File: config.mk
export PLATFORM = sky130hd
export DESIGN_NAME = count_goto_ctrl_flat
export DESIGN_NICKNAME = d
export VERILOG_FILES = /design/src/rtl/count_ctrl_pkg.sv /design/src/rtl/count_goto_ctrl_if.sv /design/src/rtl/count4_core.sv /design/src/rtl/count_goto_ctrl.sv /design/src/flat_wrapper.sv
export SDC_FILE = /design/constraint.sdc
export NUM_CORES = 1
export LEC_CHECK = 0
export ABC_AREA = 0
export CORE_MARGIN = 2
export CORE_UTILIZATION = 45
export CTS_CLUSTER_DIAMETER = 50
export CTS_CLUSTER_SIZE = 28
export DETAILED_ROUTE_END_ITERATION = 10
export GPL_TIMING_DRIVEN = 0
export PLACE_DENSITY = 0.68
export SETUP_SLACK_MARGIN = 0.5
export SYNTH_ARGS = -nofsm -noshare
export SYNTH_HDL_FRONTEND = slang
export SYNTH_SLANG_ARGS = --single-unit
File: constraint.sdc
create_clock -name clk -period 5.4 [get_ports clk]
set_clock_uncertainty 0.05 [all_clocks]
set_input_delay 1.08 -clock clk [delete_from_list [all_inputs] [get_ports clk]]
set_output_delay 1.08 -clock clk [all_outputs]
set_load 0.03 [all_outputs]
File: src/rtl/count_ctrl_pkg.sv
// Shared types and constants for the goto-position counter controller.
package count_ctrl_pkg;

  localparam int CNT_W = 4;

  typedef enum logic [1:0] {
    IDLE = 2'd0,
    MOVE = 2'd1,
    DONE = 2'd2
  } state_t;

  // Modular distance a - b on the counter ring.
  function automatic logic [CNT_W-1:0] ring_dist(input logic [CNT_W-1:0] a,
                                                 input logic [CNT_W-1:0] b);
    return a - b;
  endfunction

endpackage

File: src/rtl/count_goto_ctrl_if.sv
// Request/status bundle between a move requester and count_goto_ctrl.
interface count_goto_ctrl_if;
  import count_ctrl_pkg::*;

  logic             start;
  logic [CNT_W-1:0] target;
  logic             abort;
  logic [CNT_W-1:0] pos;
  logic             busy;
  logic             done;
  logic             down;
  logic             step2;

  modport master (output start, target, abort,
                  input  pos, busy, done, down, step2);
  modport slave  (input  start, target, abort,
                  output pos, busy, done, down, step2);
endinterface

File: src/rtl/count4_core.sv
// Position register: steps up or down by 1 or 2 (mod 16) while enabled.
module count4_core
  import count_ctrl_pkg::*;
(
  input  logic             clk,
  input  logic             rst,
  input  logic             en,
  input  logic             step2,
  input  logic             down,
  output logic [CNT_W-1:0] q
);

  logic [CNT_W-1:0] stp_s;

  assign stp_s = step2 ? 4'd2 : 4'd1;

  // Position update; wrap-around falls out of the 4-bit arithmetic.
  always_ff @(posedge clk or posedge rst) begin
    if (rst) begin
      q <= 4'd0;
    end else if (en) begin
      q <= down ? (q - stp_s) : (q + stp_s);
    end else begin
      q <= q;
    end
  end

endmodule

File: src/rtl/count_goto_ctrl.sv
// Moves a 4-bit position to a requested target along the shorter ring direction,
// stepping by 2 while far away, with abort and a one-cycle done pulse.
module count_goto_ctrl
  import count_ctrl_pkg::*;
#(
  parameter bit ALLOW_STEP2 = 1'b1
)(
  input  logic               clk,
  input  logic               rst,
  count_goto_ctrl_if.slave   bus
);

  state_t           state_r, state_s;
  logic [CNT_W-1:0] tgt_r;
  logic             down_r;
  logic [CNT_W-1:0] pos_s;
  logic [CNT_W-1:0] du_s, dd_s, rem_s, stp_s;
  logic             req_s, step2_s, en_s;

  assign du_s  = ring_dist(bus.target, pos_s);
  assign dd_s  = ring_dist(pos_s, bus.target);
  assign req_s = (state_r == IDLE) && bus.start && !bus.abort;
  assign rem_s = down_r ? ring_dist(pos_s, tgt_r) : ring_dist(tgt_r, pos_s);

  // step2 is a function of the current state only, so it is 0 outside MOVE.
  assign step2_s = (state_r == MOVE) && (ALLOW_STEP2 == 1'b1) && (rem_s >= 4'd2);
  assign stp_s   = step2_s ? 4'd2 : 4'd1;
  // Abort must freeze pos on the same edge that leaves MOVE.
  assign en_s    = (state_r == MOVE) && !bus.abort;

  count4_core u_core (
    .clk   (clk),
    .rst   (rst),
    .en    (en_s),
    .step2 (step2_s),
    .down  (down_r),
    .q     (pos_s)
  );

  // Next-state logic.
  always_comb begin
    state_s = state_r;
    case (state_r)
      IDLE: begin
        if (req_s) begin
          state_s = (bus.target == pos_s) ? DONE : MOVE;
        end else begin
          state_s = IDLE;
        end
      end
      MOVE: begin
        if (bus.abort) begin
          state_s = IDLE;
        end else if (rem_s == stp_s) begin
          state_s = DONE;
        end else begin
          state_s = MOVE;
        end
      end
      DONE:    state_s = IDLE;
      default: state_s = IDLE;
    endcase
  end

  // State register plus target/direction capture on an accepted request.
  always_ff @(posedge clk or posedge rst) begin
    if (rst) begin
      state_r <= IDLE;
      tgt_r   <= 4'd0;
      down_r  <= 1'b0;
    end else begin
      state_r <= state_s;
      if (req_s) begin
        tgt_r  <= bus.target;
        down_r <= (du_s > dd_s);
      end else begin
        tgt_r  <= tgt_r;
        down_r <= down_r;
      end
    end
  end

  assign bus.pos   = pos_s;
  assign bus.busy  = (state_r != IDLE);
  assign bus.done  = (state_r == DONE);
  assign bus.down  = down_r;
  assign bus.step2 = step2_s;

endmodule

File: src/flat_wrapper.sv
// flat-port wrapper written by rule: the top's interface ports become plain ports
module count_goto_ctrl_flat import count_ctrl_pkg::*;
#(
  parameter bit ALLOW_STEP2 = 1'b1
)
  (clk, rst, bus_start, bus_target, bus_abort, bus_pos, bus_busy, bus_done, bus_down, bus_step2);
  count_goto_ctrl_if bus_i ();
  input  logic clk;
  input  logic rst;
  input wire logic [$bits(bus_i.start)-1:0] bus_start;
  input wire logic [$bits(bus_i.target)-1:0] bus_target;
  input wire logic [$bits(bus_i.abort)-1:0] bus_abort;
  output wire logic [$bits(bus_i.pos)-1:0] bus_pos;
  output wire logic [$bits(bus_i.busy)-1:0] bus_busy;
  output wire logic [$bits(bus_i.done)-1:0] bus_done;
  output wire logic [$bits(bus_i.down)-1:0] bus_down;
  output wire logic [$bits(bus_i.step2)-1:0] bus_step2;
  assign bus_i.start = bus_start;
  assign bus_i.target = bus_target;
  assign bus_i.abort = bus_abort;
  assign bus_pos = bus_i.pos;
  assign bus_busy = bus_i.busy;
  assign bus_done = bus_i.done;
  assign bus_down = bus_i.down;
  assign bus_step2 = bus_i.step2;
  count_goto_ctrl #(.ALLOW_STEP2(ALLOW_STEP2)) u_core (.clk(clk), .rst(rst), .bus(bus_i));
endmodule
# Yosys cells after proc, flatten, opt, wreduce, memory -nomap -nowiden
# Cells that the tools add are included.
dict set report totals {
  register_bits 11
  input_bits 8
  out_inout_bits 8
}
dict set report classes {
  add_sub_neg 6
  order_cmp 2
  eq_ne 4
  mux 8
  n_reduce_logical 7
}
# cell count
set ops {}
lappend ops {{$sub 4x4->4} 5}
lappend ops {{$mux 2} 5}
lappend ops {{$eq 4x4->1} 2}
lappend ops {{$mux 4} 2}
lappend ops {{$add 4x4->4} 1}
lappend ops {{$ge 4x2->1 const B} 1}
lappend ops {{$gt 4x4->1} 1}
lappend ops {{$logic_and 1x1->1} 4}
lappend ops {{$pmux 2 s2} 1}
lappend ops {{$eq 2x1->1 const B} 1}
lappend ops {{$eq 2x2->1 const B} 1}
lappend ops {{$logic_not 2->1} 1}
lappend ops {{$reduce_bool 2->1} 1}
lappend ops {{$logic_not 1->1} 1}

# Depth between registers and ports, before layout
dict set report depth {
  word_depth 9
  ltp_mapped 15
  depth_no_buf 15
}

# By module
# Synthesis repeated with hierarchy kept, for this count alone.
dict set report unflattened {
  cells_unflattened 115
  hier_area_um2 1086.0
}
# mod n_inst cells_each area_per_inst_um2 seq_area_each_um2
set modules_own_cells {}
lappend modules_own_cells {count_goto_ctrl 1 89 824.5 175.2}
lappend modules_own_cells {count4_core 1 26 261.5 100.1}

# Worst setup path before layout
# No wires, ideal clock.
dict set report synth_timing {
  path_kind {reg-to-reg}
  start {register u_core.u_core.q[1]}
  end {register u_core.u_core.q[3]}
  setup_ns 0.081
  arrival_ns 3.370
  required_ns 5.269
  slack_ns 1.899
  path_stages_with_launch 14
  n_path_buf 0
  path_cell_list {dfrtp_1 inv_1 ha_1 nand3b_1 and4b_1 or3_4 a31oi_4 nor2b_1 ha_1 nor2b_1 o21a_1 o21a_1 nor3_1 xor2_1}
}
dict set report synth_between {
  elab_chain_len 7
  elab_cells_between_ends 9
}
# element line_no
set synth_rtl {}
lappend synth_rtl {{from (decl)} count4_core.sv:10} ;# output logic [CNT_W-1:0] q
lappend synth_rtl {{from (signal assigned)} count4_core.sv:22} ;# q <= down ? (q - stp_s) : (q + stp_s);
lappend synth_rtl {{from (signal assigned)} count4_core.sv:24} ;# q <= q;
lappend synth_rtl {{$sub 4x4->4} count_ctrl_pkg.sv:15} ;# return a - b;
lappend synth_rtl {{$mux 4 *} count_goto_ctrl.sv:23} ;# assign rem_s = down_r ? ring_dist(pos_s, tgt_r) : ring_dist(tgt_r, pos_s);
lappend synth_rtl {{$ge 4x2->1 *} count_goto_ctrl.sv:26} ;# assign step2_s = (state_r == MOVE) && (ALLOW_STEP2 == 1'b1) && (rem_s >= 4'd2);
lappend synth_rtl {{$logic_and 1x1->1 *} count_goto_ctrl.sv:26}
lappend synth_rtl {{via bus_step2} flat_wrapper.sv:17} ;# output wire logic [$bits(bus_i.step2)-1:0] bus_step2;
lappend synth_rtl {{$mux 2 *} count4_core.sv:15} ;# assign stp_s = step2 ? 4'd2 : 4'd1;
lappend synth_rtl {{$add 4x4->4 / $sub 4x4->4 (equally long branches)} count4_core.sv:22}
lappend synth_rtl {{$mux 4 *} count4_core.sv:22}
# The timed path passes the listed nets; every way through them passes the cells marked *.
# A chain may end at the register's enable or synchronous reset.

# Worst setup path after layout
dict set report layout_timing {
  start {register u_core.u_core.q[1]}
  end {output bus_step2}
}
dict set report layout_between {
  elab_chain_len 4
  elab_cells_between_ends 5
}
# element line_no
set layout_rtl {}
lappend layout_rtl {{$sub 4x4->4} count_ctrl_pkg.sv:15}
lappend layout_rtl {{$mux 4 *} count_goto_ctrl.sv:23}
lappend layout_rtl {{$ge 4x2->1 *} count_goto_ctrl.sv:26}
lappend layout_rtl {{$logic_and 1x1->1 *} count_goto_ctrl.sv:26}
lappend layout_rtl {{to (decl)} flat_wrapper.sv:17}
# Every way passes the cells marked *; elsewhere a longest branch is shown, timed or not.

==> results.md <==
* Yosys warnings at 0
* Mapped Area at 0.00114 mm^2
* Post-synth EDFFs at 0
* Xor/xnor share of the synthesized area at 6.91%
* Reg2reg end: u_core.u_core.q[3]
* FF-to-FF Start: u_core.u_core.q[1]
* CP required at 4.27 ns
* CP endpoint: bus_step2
* Period utilization at 76.4%
* Critical Path End Type: output port
* Clk_lat worst skew at 0.27 ns
* Flop-to-flop setup slack at 2.02 ns
* Reg2Reg Depth at 12
* Register area share after synthesis at 24.1%
* Worst Setup Start Kind: flip-flop
* Initial antenna violation count at 0
* Simple logic cell fraction of the synthesized area at 14.9%
* F_max at 242 MHz
* Cell Chain, Critical Path: inv_1 -> ha_1 -> nand3b_1 -> and4b_1 -> or3_4 -> a31oi_4 -> clkdlybuf4s50_1
* CTS tree: yes
* Post-CTS Hold Buffers at 0
* CTS Buf Count at 3
* Mapped Nets at 144
* Max_slew headroom at 69.9%
* TNS Setup at 0 ns
* DP HPWL at 1750 um
* Layout area overhead at 18.8%
* Clock Sinks at 11
* Adder-Cell Fraction of Synth Area at 27.4%
* FF+latch area at 275 um^2
* Ys async rst share at 100%
* Die ar. at 0.00295 mm^2
* Multi-input gate area at 787 um^2
* CP startpoint: u_core.u_core.q[1]
* Final setup viols at 0
* Pre-antenna DRT Iters at 4
* Via density at 5.11
* Mapped Cells at 114
* Port buffer count at 15
* Diode count at 0
* Initial Util at 46.9%
* Root Driver: clkbuf_4
* Worst-path clk slew at 0.08 ns
* DIE WIDTH at 54.4 um
* Largest net degree at the start of global routing at 12
* Initial DRC Count at 28
* Clock Path Buffers at 2
* Crit Path Max Fanout at 9
* Max H-tree Level at 1
* Vert. Die Dim at 54.4 um
* Final hold vios at 0
* Synth Area in Compound Gates at 15.6%
* Row count at 18
* CTS resizes at 0
* First-pass GRT wire length at 3570 um
* Crit Path Class: flip-flop to output port
* Post-synth top area share at 24.1%
* Setup bufs post-CTS at 0
* Routed vias at 833
* Share of cells above drive strength 1 at 12.0%
* Number of routed nets with antenna violations at 0
* Fin. max-slew vios at 0
* Filler instances at 221
* DRC errors left at 0
* WHS at 0.488 ns
* Slowest cell on the critical path: clkdlybuf4s50_1
* Largest family of logic cells by synthesized area: adder cells
* Post-layout minimum cycle time at 4.13 ns
* Core area at 0.00243 mm^2
* Max incr delay on CP at 0.70 ns
* Status: completed
* Mean area per synthesized cell at 10.0 um^2
* GPL Wtd Cong at 0.794
* WL/cell at 13.0 um
* Max Cap Viol at 0
* Yosys top cell by area: dfrtp_1
* Synth top area cells: dfrtp_1 24%, ha_1 19%, fa_1 8.8%, inv_1 5.3%, xnor2_1 3.8%
* Crit path DAT at 3.00 ns
* WL final at 2110 um
* Mux cell area share after synthesis at 4.17%
* Worst-Margin Slew at 0.451 ns
* Tightest Hold Check Type: flip-flop to flip-flop
* Dominant synthesized flop cell: dfrtp_1
* Flops & latches, synth at 11
* Fin nets at 164
* Grt ovf at 0
* I/O Pins at 16
* Number of global-route vias before repair at 808
* RSZ-0062 raised after global routing: no
* Tot GR Track Use at 17.0%
* Netlist cell types at 38
[metrics by stage]
step	cell area (um^2)	setup slack [ns]	cells	util (%)
global route	1360	1.04	163	55.7
global placement	1330	1.54	159	54.6
detailed placement	1330	1.55	159	54.6
finish	1360	1.27	163	55.7
CTS	1360	1.24	163	55.7
floorplan	1140	1.90	114	-
[cell usage after synthesis, types with 2 or more instances]
library cell	count
xor2_1	4
inv_1	16
nor3_1	2
nor2b_1	3
o21ai_0	4
a21oi_1	4
xnor2_1	5
dfrtp_1	11
a21o_1	4
nor2_1	3
mux2_2	2
nand2b_1	3
fa_1	5
nand2_1	7
o21a_1	2
ha_1	17
[cell usage in the layout (no fill, tap or decap), types with 3 or more instances in the layout]
cell,instances
xnor2_1,5
a21oi_1,4
dfrtp_1,11
ha_1,17
clkbuf_4,3
fa_1,5
nor2b_1,3
a21o_1,4
clkdlybuf4s50_1,15
nand2_1,7
nor2_1,3
xor2_1,4
inv_1,16
nand2b_1,3
o21ai_0,4
[worst min path at each step]
stage                     from               to  depth (start not counted)
3_3_place_gp   u_core.tgt_r[3]  u_core.tgt_r[3]                          1
3_5_place_dp   u_core.tgt_r[3]  u_core.tgt_r[3]                          1
6_report       u_core.tgt_r[3]  u_core.tgt_r[3]                          1
4_1_cts        u_core.tgt_r[3]  u_core.tgt_r[3]                          1
5_1_grt        u_core.tgt_r[3]  u_core.tgt_r[3]                          1
2_1_floorplan  u_core.tgt_r[3]  u_core.tgt_r[3]                          1
[per-layer routing]
metal  up-vias  GRT usage (%)  share of wire (%)
met3         4           3.28                3.6
li1        417              -                  -
met2        20           26.9                 47
met5         -              0                  0
met1       392           23.3                 49
met4         0           5.00               0.85
[state kept, by name (all words and copies together), names as in the netlist]
name and flops:
u_core.tgt_r 4, u_core.bus.down 1, u_core.state_r 2, u_core.u_core.q 4
[logic make-up (layout without fill, tap and decap cells)]
logic type      after synthesis  after routing
simple gates                 27             27
fa+ha+maj                    22             22
compound gates               22             22
buf+inv                      19             38
flops                        11             11
xor+xnor                      9              9
mux                           4              4
[layout make-up]
| cell class | count | area share, % |
|---|---|---|
| Multi-Input combinational cell | 84 | 58.1 |
| Clock buffer | 4 | 1.94 |
| Buffer | 2 | 1.11 |
| Inverter | 17 | 4.71 |
| Timing Repair Buffer | 15 | 11.1 |
| Sequential cell | 11 | 20.3 |
| Tap cell | 30 | 2.77 |
[critical path, delay by kind of cell, from the launching register on]
| family | cells | cell delay, ns |
|---|---|---|
| DFF | 1 | 0.61 |
| adders and majority gates | 1 | 0.35 |
| buffers and inverters | 2 | 0.92 |
| and+or+nand+nor | 3 | 0.65 |
| AOI/OAI and AO/OA | 1 | 0.20 |
Power is not shown: default switching activity piles up to over one toggle a cycle in this logic, so the estimate is an artifact.
